## src/rtl/mult_result_collector.sv

```systemverilog
// Result collector for the 4-stage (a+b)*c multiplier. It tracks which issue slots carry real
// operands, captures their results, and buffers them toward a valid/ready consumer.
module mult_result_collector #(
  parameter int DATA_W  = 17,
  parameter int LATENCY = 4,
  parameter int DEPTH   = 8,
  parameter int CNT_W   = $clog2(DEPTH + 1)
) (
  input  logic              clk,
  input  logic              rst,
  input  logic              issue_valid,
  output logic              issue_ready,
  input  logic [DATA_W-1:0] mult_result,
  output logic              out_valid,
  input  logic              out_ready,
  output logic [DATA_W-1:0] out_data,
  output logic [CNT_W-1:0]  occupancy,
  output logic              proto_err
);

  localparam int PTR_W = $clog2(DEPTH);
  localparam int SUM_W = CNT_W + 1;

  logic [LATENCY-1:0] vld_sr;
  logic [DATA_W-1:0]  mem [DEPTH];
  logic [PTR_W-1:0]   wr_ptr;
  logic [PTR_W-1:0]   rd_ptr;
  logic               accept;
  logic               wr_en;
  logic               pop;

  function automatic logic [SUM_W-1:0] popcount(input logic [LATENCY-1:0] v);
    logic [SUM_W-1:0] cnt;
    cnt = '0;
    for (int i = 0; i < LATENCY; i++) cnt = cnt + SUM_W'(v[i]);
    return cnt;
  endfunction

  // Credit covers both buffered entries and results still inside the multiplier, so every
  // accepted issue is guaranteed a FIFO slot. Depends on registers only.
  assign issue_ready = (SUM_W'(occupancy) + popcount(vld_sr)) < SUM_W'(DEPTH);
  assign accept      = issue_valid && issue_ready;
  assign wr_en       = vld_sr[LATENCY-1];
  assign out_valid   = (occupancy != '0);
  assign pop         = out_valid && out_ready;
  assign out_data    = out_valid ? mem[rd_ptr] : '0;

  // Stage: slot tracking, pointers, occupancy, sticky protocol error
  always_ff @(posedge clk or posedge rst) begin
    if (rst) begin
      vld_sr    <= '0;
      wr_ptr    <= '0;
      rd_ptr    <= '0;
      occupancy <= '0;
      proto_err <= 1'b0;
    end else begin
      vld_sr <= {vld_sr[LATENCY-2:0], accept};
      if (wr_en) wr_ptr <= wr_ptr + PTR_W'(1);
      if (pop)   rd_ptr <= rd_ptr + PTR_W'(1);
      case ({wr_en, pop})
        2'b10:   occupancy <= occupancy + CNT_W'(1);
        2'b01:   occupancy <= occupancy - CNT_W'(1);
        default: occupancy <= occupancy;
      endcase
      if (issue_valid && !issue_ready) proto_err <= 1'b1;
    end
  end

  // Stage: result storage; data path is not reset
  always_ff @(posedge clk) begin
    if (wr_en) mem[wr_ptr] <= mult_result;
  end

  no_write_when_full: assert property (@(posedge clk) disable iff (rst)
    wr_en |-> (occupancy != CNT_W'(DEPTH)));

endmodule

```

## config.mk

```make
export PLATFORM = sky130hd
export DESIGN_NAME = mult_result_collector
export DESIGN_NICKNAME = d
export VERILOG_FILES = /design/src/rtl/mult_result_collector.sv
export SDC_FILE = /design/constraint.sdc
export NUM_CORES = 1
export LEC_CHECK = 0
export BUFFER_PORTS_ARGS = -buffer_cell sky130_fd_sc_hd__buf_2
export CAP_MARGIN = 20
export CORE_ASPECT_RATIO = 0.6
export CORE_UTILIZATION = 59
export CTS_CLUSTER_DIAMETER = 60
export DETAILED_ROUTE_END_ITERATION = 8
export GPL_TIMING_DRIVEN = 0
export HOLD_SLACK_MARGIN = 0.15
export MAX_ROUTING_LAYER = met4
export PLACE_DENSITY = 0.78
export SYNTH_ARGS = -nofsm -noshare
export SYNTH_HDL_FRONTEND = slang
export SYNTH_SLANG_ARGS = --single-unit
```

## constraint.sdc

```tcl
create_clock -name clk -period 3.6 [get_ports clk]
set_input_delay 0.72 -clock clk [delete_from_list [all_inputs] [get_ports clk]]
set_output_delay 0.72 -clock clk [all_outputs]
set_load 0.02 [all_outputs]
```

Yosys cells after proc, flatten, opt, wreduce, memory -nomap -nowiden

Memory sizes are Yosys's and may differ from the RTL's.
Index checks and enable logic that the tools add are counted.

$add $sub $neg: 8
Order comparisons: 1
Equality and inequality tests: 2
Multiplexer cells: 4
Reductions and logical operators: 6

Operators by type and width:

| operator            | count |
|---|---|
| $mux 17             | 1 |
| $pmux 4 s2          | 1 |
| $add 3x1->3 const B | 2 |
| $add 4x4->5         | 1 |
| $lt 5x4->1 const B  | 1 |
| $add 3x1->4         | 1 |
| $add 4x1->4 const B | 1 |
| $reduce_bool 4->1   | 1 |
| $sub 4x1->4 const B | 1 |
| $add 2x1->3         | 1 |
| $logic_and 1x1->1   | 3 |
| $add 1x1->2         | 1 |
| $eq 2x1->1 const B  | 1 |
| $eq 2x2->1 const B  | 1 |
| $mux 1              | 2 |
| $reduce_bool 2->1   | 1 |
| $logic_not 1->1     | 1 |

Flip-flop bits (word level): 15
Memory bits (writable): 136
Memories kept: 1

Memory list:

| name | words | width | read ports | clocked after Yosys merged registers in | write ports | line | source |
|---|---|---|---|---|---|---|---|
| mem  | 8     | 17    | 1          | 0                                       | 1           | 25   | `logic [DATA_W-1:0] mem [DEPTH];` |

Longest topological paths before layout

Gate-level depths: netlist of run 1.

Depth in word-level cells: 7
Mapped depth: 12
Depth with buffers taken out: 11

Worst setup path before layout of run 1

Ideal clock, no wire load.

Path type: register to output
Start point: register occupancy[0]
End point: output issue_ready
Arrival time: 2056 ps
Slack: 824 ps
Stages on the path, launching flop included: 6
Cell sequence: dfrtp_1 > fa_1 > ha_1 > a21o_1 > a21o_1 > a21oi_1

Word-level cells in the longest chain between the ends: 2

Ends and longest elaborated chain:

| item                   | line | source |
|---|---|---|
| start, declared        | 17   | `output logic [CNT_W-1:0] occupancy,` |
| start signal, assigned | 61   | `2'b10: occupancy <= occupancy + CNT_W'(1);` |
| start signal, assigned | 62   | `2'b01: occupancy <= occupancy - CNT_W'(1);` |
| start signal, assigned | 63   | `default: occupancy <= occupancy;` |
| $add 4x4->5            | 41   | `assign issue_ready = (SUM_W'(occupancy) + popcount(vld_sr)) < SUM_W'(DEPTH);` |
| $lt 5x4->1             | 41   |  |
| end, declared          | 12   | `output logic issue_ready,` |

No other way between the ends.

Final worst setup path of run 1

Ends and elaborated chain as after synthesis.

==> metrics.md, run 1 <==
| Metric | Value |
|---|---|
| Status | finished, final reports clean |
| Met1 Wirelength | 5170 um |
| Clock skew | about 0.006 ns |
| EDFF count, synth | about 140 |
| Crit path max-delay cell type | fa_1 |
| Critical path required time | roughly 2.9 ns |
| Startpoint Class | register |
| Crit Path Max Fanout | 7 |
| Synth area leader | edfxtp_1 |
| Clock share of power | between 20% and 30% |
| Overall routing resource usage | approximately a quarter |
| Reg2Reg Setup Slack | a little over 0.9 ns |
| Met2 wire len | roughly 5400 um |
| Net count, final | 388 |
| HP Class | primary input to async pin |
| CTS tree | built |
| Largest cells by area after synthesis | edfxtp_1, mux4_2, dfrtp_1 |
| # rows | 28 |
| Gr ovfl total | 0 |
| Total die area | around 0.011 mm^2 |
| Critical Path End Type | output pin |
| Largest family of logic cells by synthesized area | multiplexers |
| RSZ-0062 raised after global routing | false |
| CTS max path bufs | 2 |
| FF/Latch Area | 0.00446 mm^2 |
| Drt first pass iters | 4 |
| Core area | 0.00984 mm^2 |
| H-tree Lvls | 4 |
| Worst path bufs/invs | 1 |
| Slew @ Worst Pin | between 0.6 and 0.7 ns |
| Hold buffer count at cts | 0 |
| Port bufs | 44 |
| Synth unique cells | 29 |
| Post-synth top area share | approximately 68% |
| Share of layout cells above drive strength 1 | ~37% |
| Final Slew Violations | 0 |
| Final Hold Vio Count | 0 |
| Comb pwr share | about a third |
| Clock-pin slew of the registers on the worst-case setup and hold paths | around 0.06 ns |
| Final worst path period share | 90.7% |
| WP depth | 6 |
| Pleak | roughly 0.0025 uW |
| Synth Area in XOR/XNOR | under 10% |
| Worst Setup SP | occupancy[0] |
| Initial Util | roughly three fifths |
| HPWL Detailed | roughly 7500 um |
| Filler cells | a little over 600 |
| Count leader, synth | edfxtp_1 |
| Synthesized netlist cell count | 288 |
| Post-Route WL | around 11000 um |
| Post-route ant nets | 0 |
| Die Width | about 130 um |
| Reg-to-Reg Start | occupancy[0] |
| DRC | 0 |
| Via count | ~2900 |
| Area of the mapped netlist | around 0.0060 mm^2 |
| Syn_nets | around 320 |
| Wire length per cell | roughly 22 um |
| Switch Pwr | just under 2000 uW |
| Post-synthesis register bit count | approximately 150 |
| Internal power | between 4000 and 5000 uW |
| VDD IR max | 632 uV |
| Post-Synth Simple-Gate Area | 3.21% |
| Reg power frac | 37.3% |
| Post-synthesis compound-gate area fraction | less than 1% |
| Largest net degree at the start of global routing | 17 |
| Number of global-route vias before repair | 3003 |
| Post-CTS Setup Bufs | 0 |
| Sink Count | roughly 150 |
| Sum Neg Setup Slack | 0 ns |
| Top Layer Used | met4 |
| Crit path DAT | between 2 and 3 ns |
| Adder-Cell Fraction of Synth Area | 1.80% |
| Mux cell area share after synthesis | between 10% and 20% |
| Most common cell on crit path | a21o_1 |
| CTS Buf Count | 17 |
| Critical path class | register to output pin |
| Gpl congestion | 0.740 |
| Layout area overhead | 18.7% |
| Via/cell ratio | just under 6 |
| Critical R2R Capture | occupancy[2] |
| Worst path cell trace | fa_1, ha_1, a21o_1, a21o_1, a21oi_1, buf_2 |
| Crit path capture | issue_ready |
| CP top delay family | adder cells |
| Worst Hold Slack | approximately 0.37 ns |
| Post-synth ARST share | under 10% |
| Final setup fails | 0 |
| Tmin final | about 3.3 ns |
| Io pins | between 40 and 50 |
| Commonest cells in the netlist | edfxtp_1, mux4_2, nor2_1, mux2i_1, dfrtp_1 |
| Met3 WL | 713 um |
| Sw Ratio | roughly a third |
| Slew margin rel. | between 50% and 60% |
| Clk Latency, worst-skew pair | just over 0.4 ns |
| PwrDens | ~860 mW/mm^2 |
| Die height | around 80 um |
| Antenna Cells | 0 |
| Max Cap Violations | 0 |
| First-pass GRT wire length | between 15000 and 20000 um |
| Area occupied by multi-input gates | ~0.0014 mm^2 |
| YS warnings | 0 |
| Fmax | 306 MHz |
| Cts repair resizes | 0 |
| Antenna violations before repair | 0 |
| Register area share after synthesis | between 70% and 80% |
| Crit path largest cell delay | just under 0.6 ns |
| CTS Root Cell | clkbuf_16 |
| Main flop type after synthesis | edfxtp_1 |
| 1st-iter DRT viols | approximately 300 |
| Average size of a mapped cell | about 21 um^2 |
| R2R cell count | 11 |
[stage by stage]
stage | std cells | setup WS (ns) | power [uW] | area [um^2] | utilization [%]
floorplan | 288 | 0.824 | 3760 | 5970 | -
global placement | 467 | 0.440 | 4270 | 6360 | 64.6
detailed placement | 475 | 0.758 | 4380 | 6500 | 66.0
CTS | 507 | 0.305 | 6150 | 7090 | 72.0
global route | 507 | 0.154 | 6410 | 7090 | 72.0
finish | 507 | 0.335 | 6110 | 7090 | 72.0
[worst min-delay path by stage]
stage               slack, ns      start  cells past startpoint            to
global placement         0.36  vld_sr[1]                      0     vld_sr[2]
finish                   0.37        rst                      2     rd_ptr[0]
floorplan                0.35  vld_sr[1]                      0     vld_sr[2]
CTS                      0.37        rst                      2  occupancy[0]
detailed placement       0.36  vld_sr[1]                      0     vld_sr[2]
global route             0.41  vld_sr[1]                      0     vld_sr[2]
[layout by cell type, fill, tap and decap left out, drive strengths merged]
cell type	synthesis	final
xnor2	4	4
and2	1	1
nor4	1	1
nand2	6	6
nand2b	3	3
o21ai	1	1
o21bai	1	1
nor2	24	24
nand3b	1	1
bufinv	0	3
xor2	5	5
mux2	3	3
edfxtp	136	136
a21o	3	3
clkbuf	2	22
inv	5	7
nand3	1	1
fa	1	1
nor3	3	3
clkinv	0	4
a31oi	1	1
mux2i	17	17
dfrtp	15	15
ha	7	7
buf	11	63
a21oi	2	2
mux4	34	34
clkinvlp	0	3
[area by class of cell]
cell class / count / share of cell area [%]
Buffer: 13 / 1.32
Clock buffer: 20 / 6.16
Clock inverter: 12 / 2.14
Inverter: 5 / 0.265
Multi-Input combinational cell: 119 / 20.1
Sequential cell: 151 / 62.9
Tap cell: 135 / 2.38
Timing Repair Buffer: 52 / 4.70
[logic make-up (layout without fill, tap and decap cells)]
logic type / after synthesis / count (layout)
buf+inv: 18 / 102
compound gates: 8 / 8
flops: 151 / 151
fa+ha+maj: 8 / 8
mux: 54 / 54
simple gates: 40 / 40
xor+xnor: 9 / 9
[registers in the layout (all words and copies together) (netlist names)]
| name | count |
|---|---|
| vld_sr | 4 |
| proto_err | 1 |
| occupancy | 4 |
| rd_ptr | 3 |
| mem | 136 |
| wr_ptr | 3 |
[power by group through the flow]
| stage | Sequential (uW) | Combinational [uW] | Clock (uW) |
|---|---|---|---|
| floorplan | 2310 | 1450 | 0 |
| finish | 2280 | 2070 | 1770 |
| global route | 2300 | 2240 | 1860 |
| detailed placement | 2310 | 2070 | 0 |
| global placement | 2300 | 1970 | 0 |
| CTS | 2280 | 2090 | 1790 |
[metal layers]
metal / global-route usage (%) / vias up
met1: 35.4 / 1525
met4: 6.74 / 0
met2: 36.9 / 111
met5: - / -
met3: 6.29 / 11
li1: - / 1300
No activity file was read; power rests on OpenSTA's default activity.
==> run 2: changes to the inputs <==
CORE_MARGIN = 2   (was not set)
==> run 2 against run 1 <==
Net effect: non-clock buffer count stayed put; die area up 4.1%; cell count did not move; design area is essentially flat; hold slack worse by 0.012 ns; flip-flop and latch count is the same; setup slack improved by 0.011 ns; routed wire length fell by 0.75%; core utilization down 0.064 points; first-iteration DRC count decreased by 13%; register-to-register slack lost 0.02 ns; global-route usage shrank 1.5 points; critical path type unchanged; critical endpoint unchanged; largest cell class unchanged; largest power group unchanged.
==> metrics.md, run 2 (same netlist as run 1, synthesis figures left out) <==
| Metric | Value |
|---|---|
| Status | finished, final reports clean |
| # rows | 28 |
| Hold buffer count at cts | 0 |
| Gr ovfl total | 0 |
| Initial Util | between 60% and 70% |
| Total power | 6100 uW |
| Critical path class | register to output pin |
| Clock skew | 0.0160 ns |
| Final Slew Violations | 0 |
| 1st-iter DRT viols | 258 |
| Slew @ Worst Pin | 0.983 ns |
| Crit path max-delay cell type | fa_1 |
| FF/Latch Area | about 0.0045 mm^2 |
| VDD IR max | 447 uV |
| Area occupied by multi-input gates | 0.00142 mm^2 |
| Design Area, Final | between 0.007 and 0.008 mm^2 |
| CTS Buf Count | 17 |
| Cts repair resizes | 0 |
| Wire length per cell | between 20 and 25 um |
| Post-Route WL | about 11000 um |
| Pleak | 0.00252 uW |
| Gpl congestion | between 0.7 and 0.8 |
| Post-placement cell area | 0.00649 mm^2 |
| CTS max path bufs | 2 |
| First-pass GRT wire length | 17300 um |
| HP Class | primary input to async pin |
| Most common cell on crit path | a21o_1 |
| Sum Neg Setup Slack | 0 ns |
| Drt first pass iters | 4 |
| CTS tree | built |
| RSZ-0062 raised after global routing | false |
| Clk Latency, worst-skew pair | 0.43 ns |
| Final setup fails | 0 |
| Number of global-route vias before repair | around 3000 |
| Via count | slightly below 3000 |
| PwrDens | about 860 mW/mm^2 |
| Layout area overhead | 18.6% |
| Via/cell ratio | around 5.7 |
| Share of layout cells above drive strength 1 | between 30% and 40% |
| Crit path largest cell delay | roughly 0.58 ns |
| Commonest non-fill, non-tap cell in the layout | edfxtp_1 |
| Post-route ant nets | 0 |
| Tmin final | around 3.3 ns |
| Antenna Cells | 0 |
| Antenna violations before repair | 0 |
| Clock-pin slew of the registers on the worst-case setup and hold paths | roughly 0.07 ns |
| Startpoint Class | register |
| Worst path cell trace | fa_1, ha_1, a21o_1, a21o_1, a21oi_1, buf_2 |
| Max reg flops | between 100 and 150 |
| HPWL Detailed | ~7300 um |
| CP top delay family | adder cells |
| Biggest regs | mem (136), occupancy (4), vld_sr (4) |
| Die Width | roughly 130 um |
| Crit path DAT | approximately 2.5 ns |
| Slew margin rel. | between 30% and 40% |
| Reg with most FFs | mem |
| Total die area | around 0.011 mm^2 |
| Crit Path Max Fanout | 7 |
| CTS Root Cell | clkbuf_16 |
| Filler cells | a little under 600 |
| Max Cap Violations | 0 |
| Overall routing resource usage | approximately a quarter |
| Core area | around 0.0098 mm^2 |
| H-tree Lvls | 4 |
| Final Hold Vio Count | 0 |
| Net count, final | between 300 and 400 |
| Io pins | 45 |
| Sink Count | about 150 |
| DRC | 0 |
| Largest net degree at the start of global routing | 17 |
| Final worst path period share | between 90% and 100% |
| Critical path required time | 2.88 ns |
| Most frequent cells in the layout | edfxtp_1, buf_2, mux4_2, nor2_1 |
| Critical Path End Type | output pin |
| Die height | 81.9 um |
| Fmax | ~310 MHz |
| Port bufs | 44 |
| Worst path bufs/invs | 1 |
| Post-CTS Setup Bufs | 0 |
run 2: changes by cell type in the layout (fill, tap and decap cells not counted), sizes merged:
cell / change
inv: +5
clkbuf: -3
clkinv: -2
bufinv: -1
clkinvlp: +1
run 2: final cells by class:
class | count | share of cell area, %
buffer | 13 | 1.33
tap | 135 | 2.39
inverter | 5 | 0.265
multi-input combinational | 119 | 20.1
clock inverter | 15 | 2.37
clock buffer | 17 | 6.01
timing repair buffer | 52 | 4.54
sequential | 151 | 63.0
run 2: through the flow:
step	utilization (%)	cells	hold WS (ns)	worst slack, ns
after floorplan	-	288	0.354	0.824
after global placement	64.6	467	0.370	0.348
after detailed placement	65.9	475	0.372	0.802
after CTS	71.9	507	0.386	0.352
after global routing	71.9	507	0.409	0.194
final	71.9	507	0.360	0.346
run 2: worst reg2reg max path, cell delays in order, from the launching register on:
cell	delay, ns
dfrtp_1	0.50
nor4_4	0.67
inv_2	0.08
nand2_2	0.14
inv_2	0.07
ha_1	0.26
xor2_1	0.19
ha_1	0.18
a21oi_1	0.14
xor2_1	0.16
nor2_1	0.07
xor2_1	0.14
run 2: power breakdown:
group / internal [uW] / switching (uW)
clock: 1040 / 737
combinational: 896 / 1150
sequential: 2150 / 125
run 2: path summary, 6_finish.rpt:
path / from / endpoint / slack, ns / depth (start not counted)
worst max register to register: occupancy[0] / occupancy[2] / 0.90 / 11
worst min register to register: vld_sr[1] / vld_sr[2] / 0.38 / 0
max in group asynchronous: rst / vld_sr[3] / 2.84 / 2
worst max-delay path: occupancy[0] / issue_ready / 0.35 / 6
worst min-delay path: rst / occupancy[1] / 0.36 / 2
min in group clk: vld_sr[1] / vld_sr[2] / 0.38 / 0
run 2: per-layer routing:
metal | vias up | global-route usage (%) | wire (um)
met5 | - | - | 0
met3 | 10 | 6.48 | 908
li1 | 1299 | - | -
met2 | 112 | 35.1 | 5480
met4 | 0 | 8.30 | 143
met1 | 1467 | 31.9 | 4750
